File: src/rtl/dmem_lsu_pkg.sv
// Shared types and constants for the data-memory load/store unit.
// Holds access-size and FSM encodings plus the base byte-lane masks.
package dmem_lsu_pkg;

    typedef enum logic [1:0] {
        SZ_BYTE = 2'd0,
        SZ_HALF = 2'd1,
        SZ_WORD = 2'd2
    } size_e;

    typedef enum logic [1:0] {
        ST_IDLE    = 2'd0,
        ST_ACCESS  = 2'd1,
        ST_CAPTURE = 2'd2,
        ST_ERROR   = 2'd3
    } state_e;

    localparam logic [3:0] MASK_BYTE = 4'b0001;
    localparam logic [3:0] MASK_HALF = 4'b0011;
    localparam logic [3:0] MASK_WORD = 4'b1111;

    // Encoding 3 is not a legal size; halves and words must be naturally aligned.
    function automatic logic is_illegal(input logic [1:0] size, input logic [1:0] lane);
        logic bad;
        case (size)
            SZ_BYTE: bad = 1'b0;
            SZ_HALF: bad = lane[0];
            SZ_WORD: bad = (lane != 2'b00);
            default: bad = 1'b1;
        endcase
        return bad;
    endfunction

endpackage

File: src/rtl/dmem_lsu_if.sv
// Request/response bus between the core memory stage and the load/store unit.
// The core side uses the master modport, the LSU the slave modport.
interface dmem_lsu_if #(
    parameter int ADDR_WIDTH = 9
);
    logic                  req_valid;
    logic                  req_ready;
    logic                  req_we;
    logic [1:0]            req_size;
    logic                  req_unsigned;
    logic [ADDR_WIDTH+1:0] req_addr;
    logic [31:0]           req_wdata;
    logic                  resp_valid;
    logic [31:0]           resp_rdata;
    logic                  resp_err;

    modport master (
        output req_valid, req_we, req_size, req_unsigned, req_addr, req_wdata,
        input  req_ready, resp_valid, resp_rdata, resp_err
    );

    modport slave (
        input  req_valid, req_we, req_size, req_unsigned, req_addr, req_wdata,
        output req_ready, resp_valid, resp_rdata, resp_err
    );
endinterface

File: src/rtl/dmem_lsu_lane_align.sv
// Combinational byte-lane steering: store mask / replicated write data, and
// load byte/half extraction with sign or zero extension.
module lsu_lane_align
    import dmem_lsu_pkg::*;
(
    input  logic [1:0]  size,
    input  logic [1:0]  lane,
    input  logic        is_unsigned,
    input  logic [31:0] st_data,
    input  logic [31:0] ld_word,
    output logic [3:0]  st_mask,
    output logic [31:0] st_word,
    output logic [31:0] ld_data
);

    logic [31:0] byte_rep;
    logic [31:0] half_rep;
    logic [7:0]  ld_bytes [4];
    logic [7:0]  ld_byte;
    logic [15:0] ld_half;

    genvar gi;
    generate
        for (gi = 0; gi < 4; gi++) begin : g_byte_lane
            assign byte_rep[8*gi +: 8] = st_data[7:0];
            assign ld_bytes[gi]        = ld_word[8*gi +: 8];
        end
        for (gi = 0; gi < 2; gi++) begin : g_half_lane
            assign half_rep[16*gi +: 16] = st_data[15:0];
        end
    endgenerate

    assign ld_byte = ld_bytes[lane];
    assign ld_half = lane[1] ? ld_word[31:16] : ld_word[15:0];

    always_comb begin
        st_mask = MASK_WORD;
        st_word = st_data;
        ld_data = ld_word;
        case (size)
            SZ_BYTE: begin
                st_mask = MASK_BYTE << lane;
                st_word = byte_rep;
                ld_data = {{24{~is_unsigned & ld_byte[7]}}, ld_byte};
            end
            SZ_HALF: begin
                st_mask = MASK_HALF << lane;
                st_word = half_rep;
                ld_data = {{16{~is_unsigned & ld_half[15]}}, ld_half};
            end
            default: begin
                st_mask = MASK_WORD;
                st_word = st_data;
                ld_data = ld_word;
            end
        endcase
    end

endmodule

File: src/rtl/dmem_lsu.sv
// Load/store unit driving port 0 (RW) of the 32x512 data SRAM: one request at a
// time, registered SRAM controls, registered response one cycle after the access.
module dmem_lsu
    import dmem_lsu_pkg::*;
#(
    parameter int ADDR_WIDTH = 9,
    parameter int DATA_WIDTH = 32
) (
    input  logic                  clk,
    input  logic                  reset,
    dmem_lsu_if.slave             bus,
    output logic                  sram_csb0,
    output logic                  sram_web0,
    output logic [3:0]            sram_wmask0,
    output logic [ADDR_WIDTH-1:0] sram_addr0,
    output logic [DATA_WIDTH-1:0] sram_din0,
    input  logic [DATA_WIDTH-1:0] sram_dout0
);

    state_e                state_reg;
    logic [1:0]            size_reg;
    logic [1:0]            lane_reg;
    logic                  uns_reg;
    logic                  we_reg;
    logic                  resp_valid_reg;
    logic                  resp_err_reg;
    logic [31:0]           resp_rdata_reg;
    logic                  csb_reg;
    logic                  web_reg;
    logic [3:0]            wmask_reg;
    logic [ADDR_WIDTH-1:0] addr_reg;
    logic [DATA_WIDTH-1:0] din_reg;

    logic                  in_idle;
    logic [1:0]            align_size;
    logic [1:0]            align_lane;
    logic [3:0]            st_mask;
    logic [31:0]           st_word;
    logic [31:0]           ld_data;

    assign in_idle = (state_reg == ST_IDLE);

    // Store steering uses the live request while idle; load extraction uses the latched one.
    assign align_size = in_idle ? bus.req_size     : size_reg;
    assign align_lane = in_idle ? bus.req_addr[1:0] : lane_reg;

    lsu_lane_align u_align (
        .size        (align_size),
        .lane        (align_lane),
        .is_unsigned (uns_reg),
        .st_data     (bus.req_wdata),
        .ld_word     (sram_dout0),
        .st_mask     (st_mask),
        .st_word     (st_word),
        .ld_data     (ld_data)
    );

    always_ff @(posedge clk or posedge reset) begin
        if (reset) begin
            state_reg      <= ST_IDLE;
            size_reg       <= SZ_BYTE;
            lane_reg       <= 2'b00;
            uns_reg        <= 1'b0;
            we_reg         <= 1'b0;
            resp_valid_reg <= 1'b0;
            resp_err_reg   <= 1'b0;
            resp_rdata_reg <= '0;
            csb_reg        <= 1'b1;
            web_reg        <= 1'b1;
            wmask_reg      <= '0;
            addr_reg       <= '0;
            din_reg        <= '0;
        end else begin
            resp_valid_reg <= 1'b0;
            resp_err_reg   <= 1'b0;
            case (state_reg)
                ST_IDLE: begin
                    if (bus.req_valid) begin
                        size_reg <= bus.req_size;
                        lane_reg <= bus.req_addr[1:0];
                        uns_reg  <= bus.req_unsigned;
                        we_reg   <= bus.req_we;
                        if (is_illegal(bus.req_size, bus.req_addr[1:0])) begin
                            state_reg <= ST_ERROR;
                        end else begin
                            state_reg <= ST_ACCESS;
                            csb_reg   <= 1'b0;
                            web_reg   <= ~bus.req_we;
                            addr_reg  <= bus.req_addr[ADDR_WIDTH+1:2];
                            wmask_reg <= bus.req_we ? st_mask : 4'b0000;
                            din_reg   <= bus.req_we ? st_word : '0;
                        end
                    end
                end
                ST_ACCESS: begin
                    // The SRAM samples its controls on this edge; release them right away.
                    csb_reg   <= 1'b1;
                    web_reg   <= 1'b1;
                    wmask_reg <= '0;
                    din_reg   <= '0;
                    state_reg <= ST_CAPTURE;
                end
                ST_CAPTURE: begin
                    resp_valid_reg <= 1'b1;
                    resp_rdata_reg <= we_reg ? 32'd0 : ld_data;
                    state_reg      <= ST_IDLE;
                end
                default: begin
                    resp_valid_reg <= 1'b1;
                    resp_err_reg   <= 1'b1;
                    resp_rdata_reg <= '0;
                    state_reg      <= ST_IDLE;
                end
            endcase
        end
    end

    assign bus.req_ready  = in_idle & ~reset;
    assign bus.resp_valid = resp_valid_reg;
    assign bus.resp_err   = resp_err_reg;
    assign bus.resp_rdata = resp_rdata_reg;

    assign sram_csb0   = csb_reg;
    assign sram_web0   = web_reg;
    assign sram_wmask0 = wmask_reg;
    assign sram_addr0  = addr_reg;
    assign sram_din0   = din_reg;

endmodule

File: src/flat_wrapper.sv
// flat-port wrapper written by rule: the top's interface ports become plain ports
module dmem_lsu_flat import dmem_lsu_pkg::*;
#(
    parameter int ADDR_WIDTH = 9,
    parameter int DATA_WIDTH = 32
)
  (clk, reset, sram_csb0, sram_web0, sram_wmask0, sram_addr0, sram_din0, sram_dout0, bus_req_valid, bus_req_we, bus_req_size, bus_req_unsigned, bus_req_addr, bus_req_wdata, bus_req_ready, bus_resp_valid, bus_resp_rdata, bus_resp_err);
  dmem_lsu_if #(.ADDR_WIDTH(ADDR_WIDTH)) bus_i ();
  input  logic clk;
  input  logic reset;
  output logic sram_csb0;
  output logic sram_web0;
  output logic [3:0] sram_wmask0;
  output logic [ADDR_WIDTH-1:0] sram_addr0;
  output logic [DATA_WIDTH-1:0] sram_din0;
  input  logic [DATA_WIDTH-1:0] sram_dout0;
  input wire logic [$bits(bus_i.req_valid)-1:0] bus_req_valid;
  input wire logic [$bits(bus_i.req_we)-1:0] bus_req_we;
  input wire logic [$bits(bus_i.req_size)-1:0] bus_req_size;
  input wire logic [$bits(bus_i.req_unsigned)-1:0] bus_req_unsigned;
  input wire logic [$bits(bus_i.req_addr)-1:0] bus_req_addr;
  input wire logic [$bits(bus_i.req_wdata)-1:0] bus_req_wdata;
  output wire logic [$bits(bus_i.req_ready)-1:0] bus_req_ready;
  output wire logic [$bits(bus_i.resp_valid)-1:0] bus_resp_valid;
  output wire logic [$bits(bus_i.resp_rdata)-1:0] bus_resp_rdata;
  output wire logic [$bits(bus_i.resp_err)-1:0] bus_resp_err;
  assign bus_i.req_valid = bus_req_valid;
  assign bus_i.req_we = bus_req_we;
  assign bus_i.req_size = bus_req_size;
  assign bus_i.req_unsigned = bus_req_unsigned;
  assign bus_i.req_addr = bus_req_addr;
  assign bus_i.req_wdata = bus_req_wdata;
  assign bus_req_ready = bus_i.req_ready;
  assign bus_resp_valid = bus_i.resp_valid;
  assign bus_resp_rdata = bus_i.resp_rdata;
  assign bus_resp_err = bus_i.resp_err;
  dmem_lsu #(.ADDR_WIDTH(ADDR_WIDTH), .DATA_WIDTH(DATA_WIDTH)) u_core (.clk(clk), .reset(reset), .bus(bus_i), .sram_csb0(sram_csb0), .sram_web0(sram_web0), .sram_wmask0(sram_wmask0), .sram_addr0(sram_addr0), .sram_din0(sram_din0), .sram_dout0(sram_dout0));
endmodule
File: config.mk
export PLATFORM = sky130hd
export DESIGN_NAME = dmem_lsu_flat
export DESIGN_NICKNAME = d
export VERILOG_FILES = /design/src/rtl/dmem_lsu_pkg.sv /design/src/rtl/dmem_lsu_if.sv /design/src/rtl/dmem_lsu_lane_align.sv /design/src/rtl/dmem_lsu.sv /design/src/flat_wrapper.sv
export SDC_FILE = /design/constraint.sdc
export NUM_CORES = 1
export LEC_CHECK = 0
export CAP_MARGIN = 20
export CORE_UTILIZATION = 45
export CTS_CLUSTER_DIAMETER = 120
export DETAILED_ROUTE_END_ITERATION = 6
export MAX_ROUTING_LAYER = met4
export PLACE_DENSITY = 0.78
export RECOVER_POWER = 100
export SYNTH_ARGS = -nofsm -noshare
export SYNTH_HDL_FRONTEND = slang
export SYNTH_HIERARCHICAL = 1
export SYNTH_SLANG_ARGS = --single-unit
File: constraint.sdc
create_clock -name clk -period 3.6 [get_ports clk]
set_clock_uncertainty 0.15 [all_clocks]
set_input_delay 0.54 -clock clk [delete_from_list [all_inputs] [get_ports clk]]
set_output_delay 0.54 -clock clk [all_outputs]
set_load 0.1 [all_outputs]
==> impl_metrics.tcl <==
set metrics [dict create \
    status "complete, but fails checks" \
    violations "capacitance limit, slew limit" \
    dp_hpwl_um 10700 \
    die_h_um 110 \
    vias 4775 \
    cts.sinks 89 \
    worst_setup_path_end_kind "flop" \
    postLayoutSetupSlackWorst_ps 467 \
    critPathKind "in -> reg" \
    min_period_ps 3130 \
    seq_area_frac_synth_pct 42.3 \
    drc_errors 0 \
    post_drt_via_cell_ratio 5.64 \
    fillCellCount 968 \
    antenna_found_initial 0 \
    yosysUniqueCellTypes 43 \
    grt_max_degree 49 \
    grt_pass1_wl_um 23300 \
    grt_util_met1_pct 33.9 \
    timing.final.crit_share_pct 87.0 \
    wire_per_inst_um 18.0 \
    ant_nets 0 \
    cts_tree "yes" \
    tightest_slew_ps 1920 \
    cpMaxStageDelayCell "and4b_1" \
    max_stage_delay_ps 960 \
    cts_root_buf "clkbuf_16" \
    clk_latency_ps 340 \
    synth_cells 568 \
    slew_headroom_pct -28.6 \
    cts_resized 0 \
    maxCapViolations 1 \
    track_usage_pct 26.1 \
    layout_common_cells "nand2_1 (109), dfrtp_1 (87), dlygate4sd3_1 (83)" \
    setup_tns_ps 0 \
    drive_gt1_share_pct 9.23 \
    cts_setup_buffers 0 \
    crit_chain "dlygate4sd3_1, o21ai_0, and4b_1, clkbuf_1, mux2i_1" \
    max_clock_freq_mhz 319 \
    crit_required_ps 3700 \
    yosys.area.top_type "dfrtp_1" \
    numCtsBuffers 9 \
    met3_usage_pct 3.47 \
    vdd_drop_max_mv 0.871 \
    hp-class "reg -> reg" \
    syn_nets 650 \
    clkTransAtPathRegs_ps 60 \
    ctsHoldBuffers 0 \
    wl_um 15200 \
    crit_family "buffers and inverters" \
    num_rows 39 \
    core_region_area_mm2 0.0114 \
    die_x_um 110 \
    n_antenna_cell 0 \
    drt_iter0_drc 453 \
    critPathMaxFanout 16 \
    yosysTopAreaCellShare_pct 41.3 \
    power.density_mw_per_mm2 897 \
    grt_busiest_layer "met2" \
    fin_nets 781 \
    finish.utilization_pct 62.5 \
    grt_pass1_vias 4613 \
    met2_usage_pct 41.6 \
    arrival_ps 3240 \
    ctsHtreeMaxLevel 3 \
    gp_congestion 0.895 \
    drt_first_pass_iters 5 \
    synth_area_mm2 0.00527 \
    syn2layout_area_growth_pct 35.4 \
    overflow 0 \
    synth.area.top_cells "dfrtp_1 (41%), mux2i_1 (8.5%), nand2_1 (7.8%), mux2_2 (6.2%), nor2b_1 (3.8%)" \
    ys_seq_elements 89 \
    die_area_mm2 0.0121 \
    rsz0062_at_grt "no" \
    p_leak_nw 3.15 \
    hold_viol 0 \
    ys_warn_count 6 \
    hold_ws_ps 352 \
    port_buffers 163 \
    drv_slew 42 \
    pin_count 164 \
    clock_path_buffers 2 \
    start_util_pct 46.1 \
    finalSetupViolCount 0 \
    pre_cts_ws_ps 500 \
    mostFrequentLayoutCell "nand2_1" \
    worstSetupStartpointType "input pin" \
    cp.buffers_inverters 2 \
    syn_area_per_cell_um2 9.28 \
]
metal layers:
layer / share of wire (%) / wire length, µm / up-vias
met5: 0 / 0 / -
met4: 1.9 / 295 / 0
met3: 7.8 / 1190 / 26
met2: 48 / 7230 / 236
met1: 43 / 6500 / 2310
li1: - / - / 2203
cell type report:
cell class | count | area [µm²] | area share [%]
Clock buffer | 10 | 239 | 3.35
Multi-Input combinational cell | 386 | 2560 | 35.9
Clock inverter | 6 | 42.5 | 0.596
Sequential cell | 89 | 2230 | 31.3
Inverter | 37 | 140 | 1.96
Timing Repair Buffer | 176 | 1740 | 24.4
Tap cell | 143 | 179 | 2.51
power by group:
part           switching (mW)  internal (mW)
sequential              0.180           1.31
combinational            3.06          0.961
clock                   0.397          0.488
total                    3.64           2.76
worst paths after layout:
path | to | cells past startpoint | slack, ps | start
max | u_core/sram_din0[26] | 5 | 470 | bus_req_size[0]
max reg2reg | u_core/bus.resp_rdata[1] | 8 | 470 | u_core/state_reg[0]
min in group asynchronous | u_core/sram_addr0[4] | 2 | 1020 | reset
max in group asynchronous | u_core/sram_csb0 | 3 | 1300 | reset
min reg2reg | u_core/sram_addr0[0] | 1 | 350 | u_core/sram_addr0[0]
min | u_core/sram_addr0[0] | 1 | 350 | u_core/sram_addr0[0]
cells by family (layout without fill, tap and decap cells):
logic type | count (synthesis) | after routing | synth area share [%]
buffers and inverters | 93 | 229 | 8.90
AO/OA/AOI/OAI | 100 | 100 | 11.9
multiplexers | 83 | 83 | 18.7
AND/OR/NAND/NOR | 203 | 203 | 18.1
flip-flops | 89 | 89 | 42.3
stage by stage:
stage / cells / power [mW] / instance area [µm²]
after floorplan: 568 / 4.69 / 5270
after global placement: 831 / 5.59 / 6880
after detailed placement: 831 / 5.64 / 6880
after CTS: 847 / 6.55 / 7160
after global routing: 847 / 6.67 / 7130
final: 847 / 6.40 / 7130
synth_stat cells, drive strengths merged:
master,instances
nand2,109
dfrtp,87
mux2i,45
o21ai,45
buf,38
inv,37
nand3,37
nor2b,32
mux2,31
o22ai,24
clkbuf,18
nor2,11
a21oi,8
a211oi,7
mux4,7
o221ai,7
nand2b,4
and2b,2
dfstp,2
nor3b,2
o21bai,2
or2,2
a21boi,1
a221oi,1
a22oi,1
a31oi,1
and2,1
and3b,1
and4b,1
nor3,1
o211ai,1
o21ba,1
o31ai,1
(Power assumes the default switching activity.)
